File: config.mk
export PLATFORM = sky130hd
export DESIGN_NAME = right_shift_seq
export DESIGN_NICKNAME = d
export VERILOG_FILES = /design/src/rtl/shift_pkg.sv /design/src/rtl/shift_counter.sv /design/src/rtl/right_shift_seq.sv
export SDC_FILE = /design/constraint.sdc
export NUM_CORES = 1
export LEC_CHECK = 0
export BUFFER_PORTS_ARGS = -buffer_cell sky130_fd_sc_hd__buf_2
export CORE_UTILIZATION = 30
export DETAILED_ROUTE_END_ITERATION = 7
export GPL_TIMING_DRIVEN = 0
export HOLD_SLACK_MARGIN = 0.12
export PLACE_DENSITY_LB_ADDON = 0.08
export SKIP_LAST_GASP = 1
export SLEW_MARGIN = 20
export SYNTH_ARGS = -nofsm -noshare
export SYNTH_HDL_FRONTEND = slang
export SYNTH_SLANG_ARGS = --single-unit
File: constraint.sdc
create_clock -name clk -period 1.5 [get_ports clk]
set_clock_uncertainty 0.15 [all_clocks]
set_input_delay 0.15 -clock clk [delete_from_list [all_inputs] [get_ports clk]]
set_output_delay 0.15 -clock clk [all_outputs]
set_load 0.01 [all_outputs]
File: src/rtl/shift_pkg.sv
// Shared definitions for the shifter family: the sequencing states and
// the default data width.
package shift_pkg;

  localparam int DEFAULT_WIDTH = 4;

  typedef enum logic [1:0] {
    IDLE,
    SHIFT,
    DONE
  } shift_state_t;

  // Bit shifted in at the MSB on a one-position right shift.
  function automatic logic fill_bit(input logic arith, input logic msb);
    return arith & msb;
  endfunction

endpackage

File: src/rtl/shift_counter.sv
// Loadable down-counter that tracks the remaining shift steps; 'last' flags
// the step that completes the operation.
module shift_counter #(
  parameter int SHW = 2
) (
  input  logic           clk,
  input  logic           reset,
  input  logic           load,
  input  logic [SHW-1:0] load_val,
  input  logic           dec,
  output logic           last
);

  logic [SHW-1:0] count;

  always_ff @(posedge clk) begin
    if (reset) begin
      count <= '0;
    end else if (load) begin
      count <= load_val;
    end else if (dec) begin
      count <= count - 1'b1;
    end
  end

  assign last = (count == SHW'(1));

endmodule

File: src/rtl/right_shift_seq.sv
// Multi-cycle right shifter: shifts a captured word one bit per clock in
// logical or arithmetic mode and presents the result behind a start/done handshake.
module right_shift_seq
  import shift_pkg::*;
#(
  parameter int WIDTH = DEFAULT_WIDTH,
  parameter int SHW   = $clog2(WIDTH)
) (
  input  logic             clk,
  input  logic             reset,
  input  logic [WIDTH-1:0] sw,
  input  logic [SHW-1:0]   shamt,
  input  logic             arith,
  input  logic             start,
  output logic             ready,
  output logic             busy,
  output logic             done,
  output logic [WIDTH-1:0] led
);

  shift_state_t     state, state_next;
  logic [WIDTH-1:0] work;
  logic [WIDTH-1:0] work_shifted;
  logic             arith_q;

  logic             load;
  logic             shift_en;
  logic             led_load;
  logic [WIDTH-1:0] led_val;
  logic             last;

  shift_counter #(.SHW(SHW)) u_counter (
    .clk      (clk),
    .reset    (reset),
    .load     (load),
    .load_val (shamt),
    .dec      (shift_en),
    .last     (last)
  );

  assign work_shifted = {fill_bit(arith_q, work[WIDTH-1]), work[WIDTH-1:1]};

  // NOTE: state is registered with non-blocking assignments so every flop
  // samples the pre-edge values, regardless of block ordering in simulation.
  always_ff @(posedge clk) begin
    if (reset) begin
      state <= IDLE;
    end else begin
      state <= state_next;
    end
  end

  // NOTE: every output of this block is given a default before the case so
  // no path leaves a signal unassigned, which would otherwise infer a latch.
  always_comb begin
    state_next = state;
    load       = 1'b0;
    shift_en   = 1'b0;
    led_load   = 1'b0;
    led_val    = work_shifted;
    unique case (state)
      IDLE: begin
        if (start) begin
          load = 1'b1;
          if (shamt != '0) begin
            state_next = SHIFT;
          end else begin
            // Zero shift skips SHIFT, so the operand goes straight to the LEDs.
            state_next = DONE;
            led_load   = 1'b1;
            led_val    = sw;
          end
        end
      end
      SHIFT: begin
        shift_en = 1'b1;
        if (last) begin
          state_next = DONE;
          led_load   = 1'b1;
        end
      end
      DONE: begin
        state_next = IDLE;
      end
      default: begin
        state_next = IDLE;
      end
    endcase
  end

  always_ff @(posedge clk) begin
    if (reset) begin
      work    <= '0;
      arith_q <= 1'b0;
      led     <= '0;
    end else begin
      if (load) begin
        work    <= sw;
        arith_q <= arith;
      end else if (shift_en) begin
        work <= work_shifted;
      end
      if (led_load) begin
        led <= led_val;
      end
    end
  end

  assign ready = (state == IDLE);
  assign busy  = ~ready;
  assign done  = (state == DONE);

endmodule
==> run metrics, run 1 <==
final hold vios 0; Post-Route WL between 1500 and 2000 um; Final Power 0.780 mW; global placement routability congestion 0.640; first-pass GRT wire length 2370 um; Layout area overhead 45.8%; H-tree Lvls 1; routed len/inst 12.3 um; Rel. slew slack 66.4%; final setup fails 0; Syn Inst Count 68; # DRC 0; Syn Nets slightly below 80; Layout Nets 110; most instantiated cells after synthesis dfxtp_1 (12), nand2_1 (9), a21oi_1 (6); synthesized area 614 sq um; worst reg2reg path depth 5; Max VDD drop 0.379 mV; Static Leak 0.361 nW; top_reg_cell synth dfxtp_1; Worst-path clk slew 0.08 ns; Mean Syn Cell Area 9.03 sq um; Final Max Tran Viols 0; worst slack, placed -0.0776 ns; worst hold-check path type input pin to flop; Clk Latency, worst-skew pair 0.28 ns; Worst setup EP type flop; Yosys top cell area share 39.1%; Filler cells approximately 200; starting density of the core about a third; synth top area cells dfxtp_1 (39%), nand2_1 (5.5%), a21oi_1 (4.9%), mux2i_1 (4.9%), nor3_1 (4.1%); register area share after synthesis 39.1%; synth unique cells 28; PD cells 871 nW/um^2; critical path peak fanout 10; worst path arrival time 1.47 ns; EDFF count, synth 0; Yosys top cell by area dfxtp_1; Setup crit end led[2]$_SDFFE_PP0P_; fraction of registers with async set/reset 0%; Crit Path Class flop to flop; Worst setup SP type flop; Vias/cell just under 5; Detailed Route Iter0 Violations 13; WP data required 1.49 ns; final core occ 46.1%; outcome finished clean; minimum clock period after layout 1.48 ns; diode count 0; pin count of the biggest net entering global routing 11; Pre-Repair DR Iteration Count 4; Finished Layout Cells 124; area of the die 2230 sq um; #FFs+latches synth 12; core area between 1500 and 2000 sq um; fraction of layout cells with a size suffix above 1 40.2%; Site Rows 16; grt total ovfl 0; initial antenna violation count 0; # port buffers 16; r2r startpoint state[0]$_SDFFE_PP0P_; timing startpoint of the critical path state[0]$_SDFFE_PP0P_; vias in the first global route around 560; Ys Warns 0; HPWL after detailed placement 1030 um; clock root buffer clkbuf_4; post-route ant nets 0; die height 47.3 um; CTS Buf Count 3; CTS tree built; RSZ-0062 raised after global routing yes; most frequent cell after synthesis dfxtp_1; clock sinks 12; Worst Tran Pin Value 0.503 ns; Post-Place Cells 111; Horiz. Die Dim around 47 um; R2R setup slack 0.02 ns; Highest Clock Rate 678 MHz; io pins 17; final worst-path cycle share 98.3%; worst setup margin 0.0249 ns; Max-Cap Viols 0; Global Route Usage Sum 15.8%; Vias a little over 600; worst hold margin 0.125 ns; Critical R2R Capture led[2]$_SDFFE_PP0P_; Bufs on Longest Clock Path 2
## metal layers
| metal | GRT usage, % | wire (um) |
|---|---|---|
| met1 | 19.3 | 714 |
| met4 | 10.3 | 23 |
| met3 | 2.31 | 50 |
| met2 | 25.8 | 740 |
| met5 | 0 | 0 |
## area by class of cell
cell class / count / area, sq um / share of cell area (%)
Buffer: 4 / 37.5 / 4.19
Clock buffer: 3 / 22.5 / 2.51
Inverter: 2 / 7.51 / 0.838
Multi-Input combinational cell: 49 / 368 / 41.1
Sequential cell: 12 / 244 / 27.2
Tap cell: 27 / 33.8 / 3.77
Timing Repair Buffer: 27 / 183 / 20.4
## kinds of logic after synthesis
group	Yosys count	share of synthesized area (%)
AO/OA/AOI/OAI	18	21.8
multiplexers	3	4.89
buffers and inverters	7	6.92
adder cells (fa/ha/maj)	1	2.04
AND/OR/NAND/NOR	27	25.3
flip-flops	12	39.1
## cell usage in the layout (no fill, tap or decap), types with 3 or more instances in the layout
cell	count
a22oi_1	3
nor3_2	3
clkbuf_4	3
a21oi_1	6
dfxtp_1	9
nand2_1	9
buf_6	3
mux2i_1	3
dfxtp_2	3
buf_2	16
dlygate4sd3_1	8
buf_4	3
## what timing repair did
action                                  CTS  global route
hold endpoints to repair                 11             0
pin swaps                                 1             4
gates resized for setup                   3            12
hold buffers                              8             0
endpoints found under the setup margin    4             5
buffers inserted                          3             0
## through the flow
step | setup TNS, ns | cell area, sq um
global placement | -0.0812 | 728
global route | -0.0184 | 896
CTS | -0.0437 | 862
detailed placement | -0.0796 | 728
finish | 0 | 896
floorplan | 0 | 614
## flip-flops by register name, indices dropped and copies added, names as in the netlist
signal,count
arith_q,1
work,3
led,4
u_counter.count,2
state,2
## critical path, stage by stage, from the launching register on
cell and delay [ns]:
dfxtp_2 0.32, buf_6 0.13, or3b_1 0.36, buf_6 0.15, nor3_2 0.15, a211oi_1 0.07
## worst min-delay path by stage
stage                     cells past startpoint   from                               to  slack, ns
final                                         4  start  u_counter.count[1]$_SDFFE_PP0P_       0.13
after global routing                          4  start             work[1]$_SDFFE_PP0P_       0.16
after CTS                                     4  start  u_counter.count[1]$_SDFFE_PP0P_       0.13
after detailed placement                      2  reset              led[3]$_SDFFE_PP0P_       0.21
after global placement                        2  reset              led[3]$_SDFFE_PP0P_       0.21
after floorplan                               1  reset              led[3]$_SDFFE_PP0P_       0.07
## power by group
part	leakage (nW)	total, mW	internal (mW)	switching (mW)
clock network	0.0138	0.209	0.0931	0.115
registers	0.0996	0.363	0.345	0.0184
logic	0.247	0.208	0.109	0.0992
Power figures use the tool's default switching activity.
==> run 2: changes to the inputs <==
--- a/config.mk
+++ b/config.mk
@@ -15,4 +15,5 @@
 export SLEW_MARGIN = 20
 export SYNTH_ARGS = -nofsm -noshare
 export SYNTH_HDL_FRONTEND = slang
+export SYNTH_HIERARCHICAL = 1
 export SYNTH_SLANG_ARGS = --single-unit
==> run 2 against run 1 <==
Compared with the run above:
- the flow now finishes with violations (negative setup slack)
- sequential cell count is the same
- highest routed layer unchanged
- largest cell class unchanged
- critical path type unchanged
- clock power grew 26%
- largest power group unchanged
- combinational power shrank 13%
- global-route usage shrank 1.0 points
- final area shrank 8.9%
- synthesized cell count shrank 4.4%
- total power grew 4.2%
- final cell count shrank 4.0%
- clock-buffer cell count grew 1
==> run metrics, run 2 <==
most instantiated cells after synthesis dfxtp_1 (12), nor2_1 (10), inv_1 (6), nand2_1 (6); core area about 1800 sq um; top_reg_cell synth dfxtp_1; final hold vios 0; Max VDD drop 0.468 mV; routed len/inst 10.7 um; worst reg2reg path depth 4; clock sinks 12; fraction of registers with async set/reset 0%; #FFs+latches synth 12; WP data required between 1.5 and 2 ns; Top reg by flops led; max reg flops 4; Crit Path Class flop to flop; slowest stage cell on the critical path or4b_4; Worst setup EP type flop; worst path arrival time ~1.6 ns; Post-CTS Hold Fix Bufs 9; EDFF count, synth 0; Hold Path Origin start; Site Rows 15; global placement routability congestion 0.709; HPWL after detailed placement 949 um; Worst Tran Pin Value between 0.5 and 0.6 ns; crit-path cells or4b_4, a21oi_4, nor2_1, a311oi_2; starting density of the core between 30 and 40%; worst slack, placed -0.0497 ns; critical path peak fanout 6; clock root buffer clkbuf_4; Layout area overhead 42.4%; register area share after synthesis 41.9%; worst hold-check path type input pin to flop; vias in the first global route between 400 and 500; Yosys top cell by area dfxtp_1; Vias/cell roughly 4.6; R2R setup slack -0.03 ns; outcome finished with violations; Filler cells 204; Detailed Route Iter0 Violations 11; Syn Inst Count 65; Mean Syn Cell Area 8.82 sq um; synthesized area about 570 sq um; grt total ovfl 0; failing checks negative setup slack; Clk Latency, worst-skew pair approximately 0.28 ns; total negative slack -0.0253 ns; Syn Nets 76; Rel. slew slack 64.5%; synth top area cells dfxtp_1 (42%), nor2_1 (6.6%), nor4_2 (4.4%), inv_1 (3.9%), nand2_1 (3.9%); Final Max Tran Viols 0; minimum clock period after layout between 1.5 and 2 ns; Critical Path Max Stage Delay around 0.5 ns; worst setup margin -0.0253 ns; Top Registers led: 4 flops, work: 3 flops; die height ~46 um; Final Power 0.812 mW; RSZ-0062 raised after global routing yes; Highest Clock Rate 656 MHz; post-route ant nets 0; final setup fails 1; io pins 17; Vias 548; Static Leak 0.348 nW; Setup crit end led[3]$_SDFFE_PP0P_; r2r startpoint state[0]$_SDFFE_PP0P_; first-pass GRT wire length 2080 um; synth unique cells 24; Global Route Usage Sum 14.8%; final worst-path cycle share 102%; Post-Route WL approximately 1300 um; most frequent cell after synthesis dfxtp_1; Critical R2R Capture led[3]$_SDFFE_PP0P_; area of the die 2090 sq um; # DRC 0; fraction of layout cells with a size suffix above 1 34.0%; Bufs on Longest Clock Path 2; Horiz. Die Dim between 40 and 50 um; CTS tree built; Worst-path clk slew 0.08 ns; Layout Nets 106; diode count 0; Cells on Worst Hold Path 3; most frequent cells in the layout buf_2 (16), dfxtp_1 (10), nor2_1 (9), dlygate4sd3_1 (9), nand2_1 (6); initial antenna violation count 0; Yosys top cell area share 41.9%; Worst setup SP type flop; # port buffers 16; Max-Cap Viols 0; timing startpoint of the critical path state[0]$_SDFFE_PP0P_; commonest non-fill, non-tap cell in the layout buf_2; PD cells 996 nW/um^2; Ys Warns 6; H-tree Lvls 1; Pre-Repair DR Iteration Count 4; CTS Buf Count 3; pin count of the biggest net entering global routing 11
-- run 2: cell types whose count changed after synthesis, sizes merged, moves of 3 or more --
cell	change
buf	-3
inv	+4
nor2	+8
nor3	-5
nand2	-3
-- run 2: cell families after synthesis --
logic type                 count (synthesis)  synth area share [%]
and+or+nand+nor                           29                  27.9
AOI/OAI and AO/OA                         14                  20.1
DFF                                       12                  41.9
buffers and inverters                      7                  4.58
xor gates and xnor gates                   1                  1.53
muxes                                      1                  1.75
adders and majority gates                  1                  2.18
-- run 2: cell type report --
type | instances | area [sq um] | area share (%)
multi-input cells | 46 | 309 | 37.9
plain buffers | 1 | 3.75 | 0.460
repair buffers | 25 | 170 | 20.9
clock buffers | 4 | 36.3 | 4.45
flip-flops and latches | 12 | 243 | 29.8
well taps | 25 | 31.3 | 3.83
inverters | 6 | 22.5 | 2.76
-- run 2: how the worst min path moves through the flow --
stage,end,slack [ns]
floorplan,u_counter/count[0]$_SDFFE_PP0P_,0.07
global placement,u_counter/count[0]$_SDFFE_PP0P_,0.20
detailed placement,u_counter/count[1]$_SDFFE_PP0P_,0.19
CTS,led[3]$_SDFFE_PP0P_,0.05
global route,led[3]$_SDFFE_PP0P_,0.06
finish,led[3]$_SDFFE_PP0P_,0.06
-- run 2: worst max-delay path, delay by kind of cell (launching register included) --
family,cells,cell delay (ns)
DFF,1,0.34
AOI/OAI and AO/OA,2,0.37
and+or+nand+nor,2,0.58
-- run 2: layer usage --
layer  track usage (%)  wire (um)
met1              17.9        637
met2              22.0        548
met3              3.57         40
met4              12.4         43
met5                 0          0
-- run 2: power by group --
| part | switching [mW] | internal [mW] |
|---|---|---|
| sequential | 0.0193 | 0.348 |
| combinational | 0.0936 | 0.0878 |
| clock | 0.115 | 0.148 |
| total | 0.228 | 0.584 |
-- run 2: what timing repair did --
item | in CTS | in global routing
endpoints found under the hold margin | 10 | 1
pin swaps | 1 | 0
endpoints found under the setup margin | 7 | 8
resized for setup | 1 | 3
buffers inserted | 0 | 0
-- run 2: metrics by stage --
stage / hold slack [ns] / instance area [sq um] / instances / util (%)
3_5_place_dp: 0.191 / 686 / 106 / 38.9
5_1_grt: 0.0576 / 816 / 119 / 46.2
3_3_place_gp: 0.196 / 686 / 106 / 38.9
6_report: 0.0561 / 816 / 119 / 46.2
2_1_floorplan: 0.0728 / 574 / 65 / -
4_1_cts: 0.0536 / 815 / 119 / 46.2
==> run 3: changes to the inputs <==
--- a/config.mk
+++ b/config.mk
@@ -5,12 +5,12 @@
 export SDC_FILE = /design/constraint.sdc
 export NUM_CORES = 1
 export LEC_CHECK = 0
+export ABC_AREA = 1
 export BUFFER_PORTS_ARGS = -buffer_cell sky130_fd_sc_hd__buf_2
 export CORE_UTILIZATION = 30
 export DETAILED_ROUTE_END_ITERATION = 7
 export GPL_TIMING_DRIVEN = 0
 export HOLD_SLACK_MARGIN = 0.12
-export PLACE_DENSITY_LB_ADDON = 0.08
 export SKIP_LAST_GASP = 1
 export SLEW_MARGIN = 20
 export SYNTH_ARGS = -nofsm -noshare
==> run 3 against run 2 <==
Compared with the run above:
- the run now ends clean
- combinational power is 19% higher
- first-iteration DRC count is 27% higher
- sequential cell count stayed put
- routed wire length is 24% higher
- largest cell class unchanged
- critical path type is now input pin to flop
- synthesized cell count is 45% higher
- critical path depth is 3 higher
==> run metrics, run 3 <==
register area share after synthesis 34.3%; Worst Tran Pin Value ~0.46 ns; area of the die between 2000 and 3000 sq um; clock share of power 25.8%; switching share of power 32.2%; outcome finished clean; critical path peak fanout 9; global placement routability congestion 0.778; Layout area overhead 30.9%; Horiz. Die Dim 50.3 um; Worst Path Buf+Inv 2; Yosys top cell area share roughly a third; vias in the first global route 655; routed len/inst 10.6 um; Worst setup EP type flop; most frequent cell after synthesis nand2_1; clock sinks 12; most instantiated cells after synthesis nand2_1 (25), dfxtp_1 (12), inv_1 (12); Hold Path Origin sw[0]; grt total ovfl 0; Top reg by flops led; Crit Path Class input pin to flop; most frequent cells in the layout nand2_1 (25), buf_2 (15), inv_1 (12); slowest stage cell on the critical path dlygate4sd3_1; Worst setup SP type input pin; HPWL after detailed placement about 1200 um; Vias ~700; diode count 0; r2r startpoint state[0]$_SDFFE_PP0P_; Syn Nets 105; top cell family by delay on the critical path buffers and inverters; final hold vios 0; total negative slack 0 ns; fraction of registers with async set/reset 0%; WP data required 1.55 ns; Max-Cap Viols 0; #FFs+latches synth 12; EDFF count, synth 0; CTS Buf Count 3; final setup fails 0; Rel. slew slack 69.2%; max reg flops 4; Ys Warns 6; worst hold-check path type input pin to flop; # port buffers 15; minimum clock period after layout 1.36 ns; io pins 17; Site Rows 17; CTS tree built; pin count of the biggest net entering global routing 11; clock root buffer clkbuf_4; synthesized area around 700 sq um; Detailed Route Iter0 Violations 14; final core occ about two fifths; Clk Latency, worst-skew pair 0.27 ns; post-route ant nets 0; Critical Path Max Stage Delay 0.53 ns; initial antenna violation count 0; Global Route Usage Sum 14.1%; synth unique cells 24; Net Sw Power 0.249 mW; Bufs on Longest Clock Path 2; first-pass GRT wire length 2690 um; timing startpoint of the critical path shamt[1]; fraction of layout cells with a size suffix above 1 a little under a third; final worst-path cycle share 90.8%; register share of total power 46.4%; Pre-Repair DR Iteration Count 4; most numerous cell on the critical path nand2_1; Top Registers led: 4 flops, work: 3 flops; die height 50.3 um; Syn Inst Count 94; worst path arrival time roughly 1.4 ns; Highest Clock Rate 734 MHz; Final Power 0.774 mW; top_reg_cell synth dfxtp_1; Post-Route WL 1570 um; Yosys top cell by area dfxtp_1; cell internal pwr between 0.5 and 0.6 mW; Vias/cell 4.75; H-tree Lvls 1; RSZ-0062 raised after global routing no; Final Max Tran Viols 0; starting density of the core between 30% and 40%; Layout Nets about 130; Static Leak 0.440 nW; core area 2210 sq um; Mean Syn Cell Area around 7.4 sq um; Worst-path clk slew 0.07 ns; crit-path cells dlygate4sd3_1, buf_2, nor2_4, nand3_4, nand2_1, nand2_1, a21oi_2; Max VDD drop 0.373 mV; # DRC 0; synth top area cells dfxtp_1 (34%), nand2_1 (13%), inv_1 (6.4%), nand4_1 (6.3%), nand3_1 (5.7%); Filler cells 247; PD cells around 840 nW/um^2; combinational share of power between 20% and 30%; commonest non-fill, non-tap cell in the layout nand2_1
-- run 3: timing repair --
item	4_1_cts	5_1_grt
endpoints found under the setup margin	0	7
setup buffers	0	1
hold endpoints to repair	7	0
gates resized for setup	0	2
hold buffers	7	0
-- run 3: power groups by stage --
stage               Combinational (mW)  Sequential, mW  Clock, mW
floorplan                        0.141           0.366          0
global placement                 0.192           0.365          0
detailed placement               0.197           0.366          0
CTS                              0.211           0.358      0.199
global route                     0.240           0.362      0.209
finish                           0.215           0.359      0.200
-- run 3: final timing paths --
path,to,slack (ns),cells after the start
worst min-delay path,led[0]$_SDFFE_PP0P_,0.11,5
worst min register to register,arith_q$_SDFFE_PP0P_,0.33,2
worst max register to register,u_counter/count[0]$_SDFFE_PP0P_,0.15,9
worst max-delay path,led[3]$_SDFFE_PP0P_,0.14,7
-- run 3: cell type report --
class | count | area (sq um) | share of cell area, %
multi-input cells | 64 | 385 | 42.1
clock buffers | 3 | 22.5 | 2.46
repair buffers | 23 | 153 | 16.7
inverters | 15 | 58.8 | 6.42
well taps | 28 | 35.0 | 3.83
plain buffers | 3 | 20.0 | 2.19
flip-flops and latches | 12 | 241 | 26.4
-- run 3: worst register-to-register path, cell delays in order (launching register included) --
cell,delay [ns]
dfxtp_1,0.31
buf_6,0.14
nor2_8,0.11
inv_4,0.06
nor2_8,0.15
inv_1,0.07
nand3b_1,0.08
nand3_1,0.08
nand2_1,0.07
inv_1,0.04
-- run 3: kinds of logic after synthesis --
family	count (synthesis)	synth area share, %
AND/OR/NAND/NOR	50	41.1
buffers and inverters	18	11.3
flip-flops	12	34.3
adder cells (fa/ha/maj)	1	1.79
AO/OA/AOI/OAI	13	11.4
-- run 3: layer usage --
| layer | up-vias | part of all wire, % | GRT usage (%) | wire (um) |
|---|---|---|---|---|
| met3 | 4 | 5.9 | 3.33 | 93 |
| met4 | 0 | 1.3 | 7.14 | 20 |
| met1 | 315 | 45 | 17.4 | 714 |
| met5 | - | 0 | 0 | 0 |
| li1 | 360 | - | - | - |
| met2 | 24 | 47 | 22.4 | 744 |
-- run 3: through the flow --
| stage | cell area (sq um) | hold WS [ns] | setup WS (ns) | cells |
|---|---|---|---|---|
| finish | 916 | 0.114 | 0.137 | 148 |
| global route | 916 | 0.183 | 0.0245 | 148 |
| CTS | 902 | 0.125 | 0.0358 | 147 |
| detailed placement | 810 | 0.265 | 0.0700 | 137 |
| global placement | 810 | 0.254 | 0.106 | 137 |
| floorplan | 699 | 0.141 | 0.164 | 94 |
